--- config.mk ---
export PLATFORM = sky130hd
export DESIGN_NAME = omega_network_reverse_ff
export DESIGN_NICKNAME = d
export VERILOG_FILES = /design/src/rtl/omega_network_reverse_ff_pkg.sv /design/src/rtl/omega_network_reverse_ff_switch.sv /design/src/rtl/omega_network_reverse_ff.sv
export SDC_FILE = /design/constraint.sdc
export NUM_CORES = 1
export LEC_CHECK = 0
export ABC_AREA = 1
export BUFFER_PORTS_ARGS = -buffer_cell sky130_fd_sc_hd__buf_2
export CORE_MARGIN = 8
export CORE_UTILIZATION = 55
export CTS_BUF_LIST = sky130_fd_sc_hd__clkbuf_4 sky130_fd_sc_hd__clkbuf_8 sky130_fd_sc_hd__clkbuf_16
export CTS_CLUSTER_DIAMETER = 30
export DETAILED_ROUTE_END_ITERATION = 8
export PLACE_DENSITY = 0.78
export SLEW_MARGIN = 20
export SYNTH_ARGS = -nofsm -noshare
export SYNTH_HDL_FRONTEND = slang
export SYNTH_HIERARCHICAL = 1
export SYNTH_SLANG_ARGS = --single-unit
--- constraint.sdc ---
create_clock -name clk -period 1.13 [get_ports clk]
set_input_delay 0.0565 -clock clk [delete_from_list [all_inputs] [get_ports clk]]
set_output_delay 0.0565 -clock clk [all_outputs]
set_load 0.05 [all_outputs]
--- src/rtl/omega_network_reverse_ff_pkg.sv ---
// ============================================================================
// Package : omega_pkg
// Shared helpers for the forward/reverse omega networks: log2, stage count
// derivation and the valid-tagged port word.
// Revision: 1.0 - initial release
// ============================================================================
`default_nettype none

package omega_pkg;

  localparam int OMEGA_DEFAULT_WIDTH = 8;

  // Bit 0 is the valid tag; the payload sits above it.
  typedef logic [OMEGA_DEFAULT_WIDTH:0] omega_word_t;

  // Number of bits needed to represent value (log2(7) = 3, log2(1) = 1).
  function automatic int log2(input int value);
    int bits;
    bits = 0;
    for (int i = 0; i < 31; i++) begin
      if ((value >> i) != 0) bits = i + 1;
    end
    return bits;
  endfunction

  function automatic int stage_count(input int ports);
    return log2(ports - 1);
  endfunction

endpackage

`default_nettype wire

--- src/rtl/omega_network_reverse_ff_switch.sv ---
// ============================================================================
// Module  : reverse_switch_ff
// Registered 2x2 switch; optional hold input under OMEGA_REVERSE_STALL_EN.
// Revision: 1.0 - initial release
// ============================================================================
`default_nettype none

module reverse_switch_ff #(
  parameter int WIDTH = 8
) (
  input  logic             clk,
  input  logic             rst,
`ifdef OMEGA_REVERSE_STALL_EN
  input  logic             stall,
`endif
  input  logic             sel,
  input  logic [WIDTH:0]   in_lo,
  input  logic [WIDTH:0]   in_hi,
  output logic [WIDTH:0]   out_lo,
  output logic [WIDTH:0]   out_hi
);

  logic [WIDTH:0] out_lo_d, out_lo_q;
  logic [WIDTH:0] out_hi_d, out_hi_q;

  always_comb begin
    out_lo_d = sel ? in_hi : in_lo;
    out_hi_d = sel ? in_lo : in_hi;
`ifdef OMEGA_REVERSE_STALL_EN
    if (stall) begin
      out_lo_d = out_lo_q;
      out_hi_d = out_hi_q;
    end
`endif
  end

  always_ff @(posedge clk) begin
    if (rst) begin
      out_lo_q <= '0;
      out_hi_q <= '0;
    end else begin
      out_lo_q <= out_lo_d;
      out_hi_q <= out_hi_d;
    end
  end

  assign out_lo = out_lo_q;
  assign out_hi = out_hi_q;

endmodule

`default_nettype wire

--- src/rtl/omega_network_reverse_ff.sv ---
// ============================================================================
// Module  : omega_network_reverse_ff
// Pipelined reverse omega network: out[i] = in[i ^ control], one registered
// switch stage per control bit. Optional stall: OMEGA_REVERSE_STALL_EN.
// Revision: 1.0 - initial release
// ============================================================================
`default_nettype none

module omega_network_reverse_ff
  import omega_pkg::*;
#(
  parameter int WIDTH            = 8,
  parameter int IN_PORTS         = 8,
  parameter int OUT_PORTS        = IN_PORTS,
  parameter int ADDR_WIDTH_PORTS = stage_count(OUT_PORTS)
) (
  input  logic                          clk,
  input  logic                          rst,
  input  logic [0:IN_PORTS-1]           push,
  input  logic [IN_PORTS*WIDTH-1:0]     d_in,
  input  logic [ADDR_WIDTH_PORTS-1:0]   control,
`ifdef OMEGA_REVERSE_STALL_EN
  input  logic                          stall,
`endif
  output logic [0:OUT_PORTS-1]          valid,
  output logic [OUT_PORTS*WIDTH-1:0]    d_out,
  output logic [ADDR_WIDTH_PORTS-1:0]   control_out
);

  localparam int HALF = IN_PORTS / 2;

  // lane[s] is the input of stage s; lane[ADDR_WIDTH_PORTS] is the output.
  logic [WIDTH:0] lane [0:ADDR_WIDTH_PORTS][0:IN_PORTS-1];

  logic [ADDR_WIDTH_PORTS-1:0] ctrl_d [0:ADDR_WIDTH_PORTS-1];
  logic [ADDR_WIDTH_PORTS-1:0] ctrl_q [0:ADDR_WIDTH_PORTS-1];

  generate
    for (genvar g = 0; g < IN_PORTS; g++) begin : g_in
      assign lane[0][g] = {d_in[(g+1)*WIDTH-1 -: WIDTH], push[g]};
    end
  endgenerate

  // Each wavefront carries its own control so back-to-back keys never mix.
  always_comb begin
    ctrl_d[0] = control;
    for (int s = 1; s < ADDR_WIDTH_PORTS; s++) begin
      ctrl_d[s] = ctrl_q[s-1];
    end
`ifdef OMEGA_REVERSE_STALL_EN
    if (stall) begin
      for (int s = 0; s < ADDR_WIDTH_PORTS; s++) begin
        ctrl_d[s] = ctrl_q[s];
      end
    end
`endif
  end

  always_ff @(posedge clk) begin
    if (rst) begin
      for (int s = 0; s < ADDR_WIDTH_PORTS; s++) begin
        ctrl_q[s] <= '0;
      end
    end else begin
      for (int s = 0; s < ADDR_WIDTH_PORTS; s++) begin
        ctrl_q[s] <= ctrl_d[s];
      end
    end
  end

  generate
    for (genvar s = 0; s < ADDR_WIDTH_PORTS; s++) begin : g_stage
      logic stage_sel;
      if (s == 0) begin : g_sel_live
        assign stage_sel = control[0];
      end else begin : g_sel_piped
        assign stage_sel = ctrl_q[s-1][s];
      end

      for (genvar g = 0; g < HALF; g++) begin : g_sw
        reverse_switch_ff #(
          .WIDTH (WIDTH)
        ) u_switch (
          .clk    (clk),
          .rst    (rst),
`ifdef OMEGA_REVERSE_STALL_EN
          .stall  (stall),
`endif
          .sel    (stage_sel),
          .in_lo  (lane[s][2*g]),
          .in_hi  (lane[s][2*g+1]),
          .out_lo (lane[s+1][g]),
          .out_hi (lane[s+1][g+HALF])
        );
      end
    end

    for (genvar i = 0; i < OUT_PORTS; i++) begin : g_out
      assign valid[i]                       = lane[ADDR_WIDTH_PORTS][i][0];
      assign d_out[(i+1)*WIDTH-1 -: WIDTH]  = lane[ADDR_WIDTH_PORTS][i][WIDTH:1];
    end
  endgenerate

  assign control_out = ctrl_q[ADDR_WIDTH_PORTS-1];

endmodule

`default_nettype wire

==> out/metrics.yaml, run 1 <==
grt:
  grt_pass1_vias: 8871
  grt_pass1_wl_um: 44400
  grt-ovfl-total: 0
  grt_start_max_net_pins: 54
  antenna_found_initial: 1
  grt_usage_pct: 25.6
synthesis:
  yosysSeqAreaShare_pct: 47.9
  syn_area_per_cell_um2: 6.74
  yosys.area.top_type: "dfxtp_1"
  synth_cell_types: 8
  yosysTopAreaCellShare_pct: 47.9
  netlist_top_cells_count: "nand2_1, nor2_1, dfxtp_1, inv_1, buf_6"
  netlist_area_um2: 9400
  syn-instance-count: 1396
  ys_ff_latch: 225
  yosys_most_used_dff: "dfxtp_1"
  synth_fp_nets: 1473
  synth_area_leaders: "dfxtp_1, nand2_1, nor2_1, inv_1, buf_6"
  synth_edf_count: 0
  synth.most_common_cell: "nand2_1"
  async_flop_share_pct: 0
  ys_warn_count: 6
placement:
  port_buffers: 151
  place_hpwl_um: 16600
  gp_congestion: 0.853
  placed_area_um2: 10100
detailed_routing:
  postRouteAntennaNets: 0
  route.vias.total: 8965
  dr_wl_met3_um: 2220
  remaining_drc_errors: 0
  routed_wl_um: 27900
  dr_wl_met2_um: 13500
  drt_pass1_iterations: 5
  wl_met1_um: 10800
  wl_per_cell_um: 14.8
  top_layer: "met5"
  routed_via_density: 4.73
  drt_iter0_markers: 878
critical_path:
  crit_buf_inv: 3
  end_kind: "flop"
  required_ns: 1.52
  critPathKind: "primary input to flop"
  path_cells: "dlygate4sd3_1 > buf_2 > nor2_1 > nor2_1 > dlygate4sd3_1"
  cp-start-kind: "primary input"
  slowest_delay_ns: 0.57
  critPathMaxFanout: 2
  cp_top_family: "buffers and inverters"
  critPathSlowestCell: "dlygate4sd3_1"
  arrival_ns: 1.53
layout:
  multi_input_area_um2: 3380
  register_area_um2: 4510
  fillCellCount: 1145
  n_antenna_cell: 0
  drive_gt1_share_pct: 17.0
  synthToLayoutAreaGrowth_pct: 33.3
  final_nets: 1719
  fin_area_um2: 12500
sta:
  fin_crit_ns: 1.14
  slew_headroom_pct: 72.9
  finalSetupViolCount: 1
  worst_slew_pin_slew_ns: 0.406
  layout_setup_ws_ns: -0.0111
  period_share_pct: 101
  hold_viol: 0
  skew_ns: 0.0197
  slew_viol_final: 0
  fmax_mhz: 876
clock_network:
  clkTransAtPathRegs_ns: 0.06
  cts_max_level: 2
  clock_sinks: 225
  tritoncts: "built"
  cts_setup_buffers: 0
  worstSkewPairLatency_ns: 0.51
  clock_path_buffers: 3
  cts_buffers: 36
  root_buffer: "clkbuf_16"
pwr:
  leakage_nw: 6.49
  irDropWorstVdd_uv: 1100
  power.total_w: 0.0229
  power_density_nw_per_um2: 1830
floorplan:
  coreArea_um2: 17000
  die_area_um2: 21500
  die_y_um: 147
  start_util_pct: 55.3
  ios: 152
  num_rows: 48
  die_w_um: 147
status:
  violations: "setup timing"
  outcome: "finished, violations left"
min_path:
  hp-class: "primary input to flop"
flow_run:
  maxCapViolations: 0
## registers in the layout, indices dropped and copies added (netlist names)
| register | count |
|---|---|
| g_stage.g_sw.u_switch/out_hi | 108 |
| ctrl_q | 9 |
| g_stage.g_sw.u_switch/out_lo | 108 |
## area by class of cell
cell class	instances	area share [%]
Clock inverter	21	2.10
Tap cell	225	2.25
Multi-Input combinational cell	873	26.9
Clock buffer	44	7.77
Timing Repair Buffer	269	17.9
Inverter	237	7.10
Sequential cell	225	36.0
## cell families after synthesis
| kind of cell | Yosys count | share of synthesized area [%] |
|---|---|---|
| buffers and inverters | 298 | 16.3 |
| DFF | 225 | 47.9 |
| and+or+nand+nor | 873 | 35.8 |
## report_power, final
part / total, W / internal (W) / switching (W)
registers: 0.00883 / 0.00848 / 0.000346
clock network: 0.0111 / 0.00716 / 0.00392
logic: 0.00301 / 0.00111 / 0.00189
## worst register-to-register path, delay by kind of cell (launching register included)
family / cells / cell delay (ns)
simple gates: 2 / 0.30
buf+inv: 1 / 0.21
flops: 1 / 0.48
## metal layers
metal / vias to the layer above / global-route usage, %
met1: 3984 / 28.2
met2: 425 / 44.4
li1: 4430 / -
met5: - / 0
met3: 124 / 6.64
met4: 2 / 14.0
## stage by stage
stage,utilization (%),setup WS [ns],setup TNS [ns],instances,hold WS (ns)
6_report,73.7,-0.0111,-0.0111,1894,0.0367
5_1_grt,73.7,-0.0452,-0.0581,1894,0.0563
4_1_cts,73.7,0.0000201,0,1911,0.00829
3_5_place_dp,59.2,0.0775,0,1732,0.273
3_3_place_gp,59.2,0.0906,0,1732,0.265
2_1_floorplan,-,0.187,0,1396,0.163
## final timing paths
kind | to | slack (ns) | start | cells after the start
setup / recovery | g_stage[0].g_sw[0].u_switch/out_lo[6] | -0.01 | d_in[5] | 5
hold / removal | g_stage[0].g_sw[2].u_switch/out_hi[0] | 0.04 | control[0] | 3
setup reg to reg | g_stage[1].g_sw[0].u_switch/out_hi[8] | 0.03 | ctrl_q[0][1] | 3
hold reg to reg | ctrl_q[0][3] | 0.40 | ctrl_q[0][0] | 2
## timing repair
item | CTS | global route
gates cloned | 0 | 1
setup endpoints to repair | 32 | 59
endpoints found under the hold margin | 81 | 0
hold buffers | 114 | 0
pin swaps | 0 | 0
resized for setup | 32 | 50
## placed cells by master (no fill, tap or decap), drive strengths merged
cell type / Yosys / routed
nor2: 441 / 441
nand2: 432 / 432
inv: 237 / 245
dfxtp: 225 / 225
buf: 61 / 131
dlygate4sd3: 0 / 105
clkbuf: 0 / 75
clkinv: 0 / 5
clkinvlp: 0 / 4
bufinv: 0 / 4
dlymetal6s4s: 0 / 2
Note: power is estimated with default switching activity, not from simulation.
==> run 2: changes to the inputs <==
- clock period: 1.13 -> 1.35 ns (I/O delays scaled with it)
==> run 2 against run 1 <==
The run now ends clean. Count of clock-buffer cells in the layout is 1 lower. Total power is 17% lower. Wire length down 2.1%. Cell count rose by 1.2%. Critical endpoint is now g_stage[0].g_sw[1].u_switch/out_hi[3]. Largest cell class unchanged.
==> out/metrics.yaml, run 2 (same netlist as run 1, synthesis figures left out) <==
floorplan:
  coreArea_um2: 17000
  die_y_um: 147
  die_w_um: 147
  die_area_um2: 21500
  ios: 152
  num_rows: 48
  start_util_pct: 55.3
layout:
  drive_gt1_share_pct: 16.9
  final_core_util_pct: 73.3
  final_cell_mix: "nand2_1, nor2_1, inv_1, dfxtp_1, buf_2"
  final_nets: 1735
  synthToLayoutAreaGrowth_pct: 32.5
  final_common_cell: "nand2_1"
  final_cells: 1916
pwr:
  leakage_nw: 6.54
  clock_power_share_pct: 48.6
  p_sw_share_pct: 27.4
  p_sw_w: 0.00525
  seqPwrFrac_pct: 38.6
  irDropWorstVdd_uv: 850
  power_density_nw_per_um2: 1530
  p_int_w: 0.0139
  comb_power_share_pct: 12.8
sta:
  slew_viol_final: 0
  fin_tns_setup_ns: 0
  period_share_pct: 91.0
  worst_slew_pin_slew_ns: 0.365
  fmax_mhz: 814
  skew_ns: 0.0210
  finalSetupViolCount: 0
  rsz0062_at_grt: "no"
  holdWs_ns: 0.0431
  hold_viol: 0
  slew_headroom_pct: 75.6
  fin_crit_ns: 1.23
placement:
  gp_congestion: 0.832
  port_buffers: 151
  placed_cells: 1726
  place_hpwl_um: 16400
detailed_routing:
  remaining_drc_errors: 0
  routed_via_density: 4.67
  drt_iter0_markers: 751
  routed_wl_um: 27300
  route.vias.total: 8954
  wl_per_cell_um: 14.3
  drt_pass1_iterations: 6
  postRouteAntennaNets: 0
clock_network:
  cts_buffers: 38
  clock_path_buffers: 3
  clkTransAtPathRegs_ns: 0.05
  tritoncts: "built"
  root_buffer: "clkbuf_16"
  worstSkewPairLatency_ns: 0.51
  clock_sinks: 225
  cts_max_level: 2
  cts_resized: 0
critical_path:
  reg2reg_from: "ctrl_q[0][5]"
  crit_buf_inv: 3
  cp_top_family: "buffers and inverters"
  critPathMaxFanout: 2
  cp-start-kind: "primary input"
  end_kind: "flop"
  required_ns: 1.75
  crit_path_start: "d_in[26]"
  critPathKind: "primary input to flop"
  path_cells: "dlygate4sd3_1 > buf_2 > nor2_1 > nor2_1 > dlygate4sd3_1"
  r2r_slack_ns: 0.23
  slowest_delay_ns: 0.61
  critPathSlowestCell: "dlygate4sd3_1"
  arrival_ns: 1.62
grt:
  grt_pass1_vias: 8678
  top_usage_layer: "met2"
  grt_use_met1_pct: 28.0
  grt_usage_pct: 24.9
  antenna_found_initial: 3
  grt_start_max_net_pins: 57
  grt-ovfl-total: 0
  grt_pass1_wl_um: 43300
  grt_use_met3_pct: 6.67
  use_met2_pct: 42.3
min_path:
  hold_start: "control[0]"
  hp-class: "primary input to flop"
status:
  outcome: "complete, no violations"
flow_run:
  maxCapViolations: 0
-- run 2: changes by cell type in the layout (fill, tap and decap cells not counted), sizes merged, moves of 4 or more --
cell	previous run	this run
dlygate4sd3	105	117
clkbuf	75	43
diode	0	4
buf	131	166
clkinv	5	10
-- run 2: repair_timing --
item	4_1_cts	5_1_grt
setup buffers	0	0
hold buffers	117	0
setup endpoints to repair	0	0
endpoints found under the hold margin	80	0
-- run 2: worst register-to-register path, cell delays in order (launching register included) --
cell and delay [ns]:
dfxtp_4 0.52, buf_12 0.28, nand2_1 0.10, nand2_1 0.09, nor2_2 0.03
-- run 2: power groups by stage --
| stage | combinational, W | clock [W] | sequential, W |
|---|---|---|---|
| detailed placement | 0.00206 | 0 | 0.00750 |
| finish | 0.00245 | 0.00929 | 0.00738 |
| floorplan | 0.00118 | 0 | 0.00787 |
| CTS | 0.00237 | 0.00938 | 0.00737 |
| global route | 0.00269 | 0.00973 | 0.00741 |
| global placement | 0.00202 | 0 | 0.00749 |
-- run 2: per-layer routing --
metal	wire, um	up-vias
li1	-	4470
met1	10500	3923
met2	13100	432
met3	2210	129
met4	1450	0
met5	0	-
-- run 2: final timing paths --
| check | to | depth (start not counted) |
|---|---|---|
| worst max-delay path | g_stage[0].g_sw[1].u_switch/out_hi[3] | 5 |
| worst min-delay path | g_stage[0].g_sw[2].u_switch/out_lo[3] | 3 |
| worst max register to register | g_stage[2].g_sw[2].u_switch/out_hi[7] | 4 |
| worst min register to register | ctrl_q[0][6] | 2 |
-- run 2: cell type report --
type	count	area (um^2)
repair buffers	283	2130
well taps	225	282
clock inverters	26	262
clock buffers	43	1010
multi-input cells	873	3370
diodes	4	10.0
fillers	1164	4530
flip-flops and latches	225	4510
inverters	237	890
-- run 2: metrics by stage --
step,total power [W],area (um^2),setup slack [ns]
4_1_cts,0.0191,12500,0.146
3_5_place_dp,0.00957,10000,0.253
5_1_grt,0.0198,12500,0.0159
3_3_place_gp,0.00951,10000,0.293
2_1_floorplan,0.00905,9400,0.407
6_report,0.0191,12500,0.122
